### src/rtl/bf8b_sequencer_if.sv
// bf8b_sequencer_if: shared memory port plus the execute-unit handshake.
interface bf8b_sequencer_if;
  logic [7:0] mem_addr;
  logic       mem_we;
  logic [7:0] mem_wdata;
  logic [7:0] mem_rdata;
  logic       exec_en;
  logic [7:0] exec_inst;
  logic       exec_ready;
  logic       exec_jump;
  logic [7:0] exec_target;
  logic [7:0] exec_addr;
  logic       exec_we;
  logic [7:0] exec_wdata;
  modport master (
    output mem_addr, mem_we, mem_wdata, exec_en, exec_inst,
    input  mem_rdata, exec_ready, exec_jump, exec_target, exec_addr, exec_we, exec_wdata
  );
  modport slave (
    input  mem_addr, mem_we, mem_wdata, exec_en, exec_inst,
    output mem_rdata, exec_ready, exec_jump, exec_target, exec_addr, exec_we, exec_wdata
  );
endinterface

### src/rtl/bf8b_sequencer.sv
// bf8b_sequencer: fetch/execute controller owning the PC and the shared memory port.
module bf8b_sequencer #(
  parameter logic [7:0]  RESET_PC     = 8'h00,
  parameter logic [7:0]  HALT_OPCODE  = 8'hFF,
  parameter int unsigned EXEC_TIMEOUT = 64
) (
  input  logic             clk,
  input  logic             rst_n,
  input  logic             start_i,
  input  logic             halt_req_i,
  output logic [7:0]       pc_o,
  output logic             running_o,
  output logic             halted_o,
  output logic             fault_o,
  output logic [15:0]      retired_o,
  bf8b_sequencer_if.master bus
);
  localparam logic [2:0] S_IDLE   = 3'd0;
  localparam logic [2:0] S_FETCH  = 3'd1;
  localparam logic [2:0] S_LATCH  = 3'd2;
  localparam logic [2:0] S_EXEC   = 3'd3;
  localparam logic [2:0] S_HALTED = 3'd4;
  localparam logic [2:0] S_FAULT  = 3'd5;
  logic [2:0]  state_q, state_d;
  logic [7:0]  pc_q, pc_d, inst_q, inst_d, cnt_q, cnt_d;
  logic [15:0] ret_q, ret_d;
  logic        en_q, en_d, fault_q, fault_d;
  logic        in_exec, timeout, is_halt;
  assign in_exec = state_q == S_EXEC;
  assign timeout = cnt_q + 8'd1 == 8'(EXEC_TIMEOUT);
  assign is_halt = bus.mem_rdata == HALT_OPCODE;
  always_comb begin
    state_d = state_q;
    pc_d    = pc_q;
    inst_d  = inst_q;
    cnt_d   = cnt_q;
    ret_d   = ret_q;
    en_d    = en_q;
    fault_d = fault_q;
    case (state_q)
      S_IDLE:   state_d = start_i ? S_FETCH : S_IDLE;
      S_FETCH:  state_d = S_LATCH;
      S_LATCH: begin
        inst_d  = bus.mem_rdata;
        state_d = is_halt ? S_HALTED : S_EXEC;
        en_d    = !is_halt;
        cnt_d   = 8'd0;
      end
      S_EXEC: begin
        // completion beats a timeout that lands on the same cycle
        if (bus.exec_ready) begin
          pc_d    = bus.exec_jump ? bus.exec_target : pc_q + 8'd1;
          ret_d   = ret_q + 16'd1;
          en_d    = 1'b0;
          state_d = halt_req_i ? S_HALTED : S_FETCH;
        end else begin
          cnt_d   = cnt_q + 8'd1;
          state_d = timeout ? S_FAULT : S_EXEC;
          fault_d = fault_q | timeout;
          en_d    = !timeout;
        end
      end
      S_HALTED: state_d = (start_i && !halt_req_i) ? S_FETCH : S_HALTED;
      default:  state_d = state_q;
    endcase
  end
  always_ff @(posedge clk) begin
    if (!rst_n) begin
      state_q <= S_IDLE;
      pc_q    <= RESET_PC;
      inst_q  <= 8'd0;
      cnt_q   <= 8'd0;
      ret_q   <= 16'd0;
      en_q    <= 1'b0;
      fault_q <= 1'b0;
    end else begin
      state_q <= state_d;
      pc_q    <= pc_d;
      inst_q  <= inst_d;
      cnt_q   <= cnt_d;
      ret_q   <= ret_d;
      en_q    <= en_d;
      fault_q <= fault_d;
    end
  end
  assign bus.mem_addr  = in_exec ? bus.exec_addr : pc_q;
  assign bus.mem_we    = in_exec && bus.exec_we;
  assign bus.mem_wdata = in_exec ? bus.exec_wdata : 8'h00;
  assign bus.exec_en   = en_q;
  assign bus.exec_inst = inst_q;
  assign pc_o      = pc_q;
  assign running_o = state_q inside {S_FETCH, S_LATCH, S_EXEC};
  assign halted_o  = state_q == S_HALTED;
  assign fault_o   = fault_q;
  assign retired_o = ret_q;
endmodule

### src/flat_wrapper.sv
// flat-port wrapper written by rule: the top's interface ports become plain ports
module bf8b_sequencer_flat 
#(
  parameter logic [7:0]  RESET_PC     = 8'h00,
  parameter logic [7:0]  HALT_OPCODE  = 8'hFF,
  parameter int unsigned EXEC_TIMEOUT = 64
)
  (clk, rst_n, start_i, halt_req_i, pc_o, running_o, halted_o, fault_o, retired_o, bus_mem_addr, bus_mem_we, bus_mem_wdata, bus_exec_en, bus_exec_inst, bus_mem_rdata, bus_exec_ready, bus_exec_jump, bus_exec_target, bus_exec_addr, bus_exec_we, bus_exec_wdata);
  bf8b_sequencer_if bus_i ();
  input  logic clk;
  input  logic rst_n;
  input  logic start_i;
  input  logic halt_req_i;
  output logic [7:0] pc_o;
  output logic running_o;
  output logic halted_o;
  output logic fault_o;
  output logic [15:0] retired_o;
  output wire logic [$bits(bus_i.mem_addr)-1:0] bus_mem_addr;
  output wire logic [$bits(bus_i.mem_we)-1:0] bus_mem_we;
  output wire logic [$bits(bus_i.mem_wdata)-1:0] bus_mem_wdata;
  output wire logic [$bits(bus_i.exec_en)-1:0] bus_exec_en;
  output wire logic [$bits(bus_i.exec_inst)-1:0] bus_exec_inst;
  input wire logic [$bits(bus_i.mem_rdata)-1:0] bus_mem_rdata;
  input wire logic [$bits(bus_i.exec_ready)-1:0] bus_exec_ready;
  input wire logic [$bits(bus_i.exec_jump)-1:0] bus_exec_jump;
  input wire logic [$bits(bus_i.exec_target)-1:0] bus_exec_target;
  input wire logic [$bits(bus_i.exec_addr)-1:0] bus_exec_addr;
  input wire logic [$bits(bus_i.exec_we)-1:0] bus_exec_we;
  input wire logic [$bits(bus_i.exec_wdata)-1:0] bus_exec_wdata;
  assign bus_mem_addr = bus_i.mem_addr;
  assign bus_mem_we = bus_i.mem_we;
  assign bus_mem_wdata = bus_i.mem_wdata;
  assign bus_exec_en = bus_i.exec_en;
  assign bus_exec_inst = bus_i.exec_inst;
  assign bus_i.mem_rdata = bus_mem_rdata;
  assign bus_i.exec_ready = bus_exec_ready;
  assign bus_i.exec_jump = bus_exec_jump;
  assign bus_i.exec_target = bus_exec_target;
  assign bus_i.exec_addr = bus_exec_addr;
  assign bus_i.exec_we = bus_exec_we;
  assign bus_i.exec_wdata = bus_exec_wdata;
  bf8b_sequencer #(.RESET_PC(RESET_PC), .HALT_OPCODE(HALT_OPCODE), .EXEC_TIMEOUT(EXEC_TIMEOUT)) u_core (.clk(clk), .rst_n(rst_n), .start_i(start_i), .halt_req_i(halt_req_i), .pc_o(pc_o), .running_o(running_o), .halted_o(halted_o), .fault_o(fault_o), .retired_o(retired_o), .bus(bus_i));
endmodule
### config.mk
export PLATFORM = sky130hd
export DESIGN_NAME = bf8b_sequencer_flat
export DESIGN_NICKNAME = d
export VERILOG_FILES = /design/src/rtl/bf8b_sequencer_if.sv /design/src/rtl/bf8b_sequencer.sv /design/src/flat_wrapper.sv
export SDC_FILE = /design/constraint.sdc
export NUM_CORES = 1
export LEC_CHECK = 0
export CAP_MARGIN = 20
export CORE_MARGIN = 2
export CORE_UTILIZATION = 33
export CTS_BUF_LIST = sky130_fd_sc_hd__clkbuf_8
export CTS_CLUSTER_SIZE = 20
export DETAILED_ROUTE_END_ITERATION = 10
export HOLD_SLACK_MARGIN = 0.15
export SETUP_SLACK_MARGIN = 0.1
export SYNTH_ARGS = -nofsm -noshare
export SYNTH_HDL_FRONTEND = slang
export SYNTH_SLANG_ARGS = --single-unit
export TNS_END_PERCENT = 30
### constraint.sdc
create_clock -name clk -period 4.89 [get_ports clk]
set_input_delay 0.489 -clock clk [delete_from_list [all_inputs] [get_ports clk]]
set_output_delay 0.489 -clock clk [all_outputs]
set_load 0.02 [all_outputs]
==> key figures <==
Floorplanning
  • Die area: 8310 µm²
  • Row count: 31
  • Die X: 91.2 µm
  • Number of I/O pins: 92
  • Core area: 7290 µm²
  • Die height: 91.2 µm
  • Initial Utilization: 0.344

CTS
  • Clock buffer depth: 2
  • Clock buffer count from CTS: 5
  • CTS resizes: 0
  • Worst-Skew Late Latency: 0.31 ns
  • Worst-path clk slew: 0.09 ns
  • H-Tree Depth: 2
  • Hold-fix buffers, CTS: 0
  • Post-CTS setup buffers: 0
  • CTS tree: done
  • Root Buffer: clkbuf_8
  • Sink Count: 45

STA
  • Worst setup margin: 1.62 ns
  • Max Slew Vio Count: 0
  • Worst slew pin tran: 0.860 ns
  • Max-Slew Margin vs Limit: 0.426
  • Max frequency: 0.306 GHz
  • # setup viols final: 0
  • WHS: 0.481 ns
  • Fin crit period: 3.27 ns
  • RSZ-0062 raised after global routing: false
  • Period Utilization, post-route: 0.668
  • Fin Clk Skew: 0.00808 ns
  • Hold Violations, Final: 0
  • Setup tns final: 0 ns

Critical path
  • R2r setup slk: 2.19 ns
  • CP Launch Type: flip-flop
  • FF-to-FF Start: u_core.state_q[0]
  • CP arrival: 2.78 ns
  • CP max-delay cell: dfxtp_1
  • Crit-path cells: nor2b_1 -> and2_1 -> mux2_2 -> clkdlybuf4s50_1
  • FF-to-FF End: u_core.retired_o[15]
  • Maximum net fanout on the critical path: 14
  • CP required: 4.40 ns
  • Crit Path Class: flip-flop to output pin
  • CP max stage delay: 0.56 ns
  • Worst R2R Path Depth: 4
  • Crit end category: output pin

Placement
  • Final HPWL DP: 4910 µm
  • Buffers on Ports: 91
  • Pre-CTS setup slack: 1.93 ns
  • GP Congestion: 0.791
  • Post-DP Area: 3460 µm²

Detailed routing
  • Vias: 2524
  • WL final: 6730 µm
  • Routed Antenna Nets: 0
  • DRT Pass-1 Iters: 4
  • DRC: 0
  • DR vias/cell: 5.20
  • Wirelength per Cell: 13.9 µm
  • Initial DRC count: 66

Global routing
  • All-Layer GR Usage: 0.161
  • Vias in the first global route: 2320
  • Largest net degree at the start of global routing: 34
  • Gr ovfl total: 0
  • First-pass GRT wire length: 11000 µm
  • Initial antenna violation count: 0

Synth
  • Largest area contributor in the netlist: dfxtp_1
  • Syn Nets: 352
  • Syn Std Cell Area: 2510 µm²
  • Synth Flop Type: dfxtp_1
  • Most frequent cell after synthesis: dfxtp_1
  • Distinct cells, synth: 60
  • Top cells by area, synth: dfxtp_1 36%, a21oi_1 5.8%, o21ai_0 4.2%
  • Top cell type's share of synthesized area: 0.359
  • Synth Register Bits: 45
  • Synth Instances: 309
  • Synth cell count leaders: 45 x dfxtp_1, 29 x a21oi_1, 27 x nand2_1
  • Post-synth ARST share: 0
  • Ys Warns: 0
  • Register area share after synthesis: 0.359
  • Syn Area/Cell: 8.11 µm²
  • Post-synth EDFFs: 0

Outcome
  • Run status: complete, no violations

Hold path
  • Hold Path End: u_core.bus.exec_inst[4]
  • Worst Hold Class: flip-flop to flip-flop
  • Hold path cells: 2
  • HP Start: u_core.bus.exec_inst[4]

Final layout
  • Finished Cell Area: 3550 µm²
  • Layout cell share with drive strength beyond 1: 0.0674
  • Diode count: 0
  • Layout area overhead: 41.5%
  • Layout Nets: 428

Power
  • Pleak: 1.22 nW
  • PwrDens: 245 nW/µm²
  • Peak VDD IR: 0.136 mV

Run
  • MaxCap Viol Count: 0
## cell usage in the layout (no fill, tap or decap), drive strengths merged, types with 4 or more instances in the layout
| master | count |
|---|---|
| or3 | 4 |
| a31oi | 5 |
| ha | 4 |
| or4 | 5 |
| nand2 | 27 |
| o31ai | 6 |
| clkdlybuf4s50 | 91 |
| xnor2 | 6 |
| nor3 | 5 |
| nand3 | 13 |
| o21ai | 21 |
| and3 | 13 |
| clkbuf | 5 |
| mux2 | 8 |
| nor2 | 25 |
| a21oi | 29 |
| dfxtp | 45 |
| nand4 | 6 |
| and2 | 5 |
## cell type report
type	count	area [µm²]
Fill cell	734	3740
Multi-Input combinational cell	237	1490
Timing Repair Buffer	93	926
Sequential cell	45	901
Tap cell	99	124
Clock buffer	5	68.8
Clock inverter	3	22.5
Inverter	3	11.3
## state kept, by name (all words and copies together), names as in the netlist
name,count
u_core.fault_o,1
u_core.state_q,3
u_core.bus.exec_inst,8
u_core.pc_o,8
u_core.cnt_q,8
u_core.retired_o,16
u_core.bus.exec_en,1
## how the worst max path moves through the flow
stage | endpoint | slack (ns) | start
global placement | bus_mem_addr[6] | 2.02 | u_core.state_q[1]
floorplan | bus_mem_addr[0] | 2.91 | u_core.state_q[1]
detailed placement | bus_mem_addr[3] | 1.93 | u_core.state_q[1]
global route | bus_mem_addr[7] | 1.41 | u_core.state_q[1]
CTS | bus_mem_addr[0] | 1.58 | u_core.state_q[1]
finish | bus_mem_addr[4] | 1.62 | u_core.state_q[1]
## per-layer routing
layer	routed length [µm]	part of all wire	global-route usage
met1	3080	0.46	0.194
met2	3120	0.46	0.272
met3	402	0.060	0.0465
met4	131	0.019	0.0581
met5	0	0	0
## power breakdown
group	total (mW)	internal [mW]	switching (mW)
registers	0.408	0.382	0.0262
clock network	0.239	0.100	0.138
logic	0.221	0.111	0.110
## kinds of logic (layout without fill, tap and decap cells)
group | after synthesis | count (layout) | share of synthesized area
fa+ha+maj | 4 | 4 | 0.0200
buf+inv | 27 | 104 | 0.0449
flops | 45 | 45 | 0.359
compound gates | 88 | 88 | 0.225
simple gates | 127 | 127 | 0.280
mux | 9 | 9 | 0.0399
xor+xnor | 9 | 9 | 0.0314
## metrics by stage
step / cells / util / total power, mW
2_1_floorplan: 309 / - / 0.536
5_1_grt: 485 / 0.486 / 0.916
4_1_cts: 485 / 0.486 / 0.881
3_5_place_dp: 477 / 0.474 / 0.640
3_3_place_gp: 477 / 0.474 / 0.638
6_report: 485 / 0.486 / 0.868
## worst max-delay path: cells and delay by family (launching register included)
family        cells  cell delay [ns]
flops             1             0.56
mux               1             0.38
buf+inv           1             0.53
simple gates      2             0.99
No activity file was read; power rests on OpenSTA's default activity.
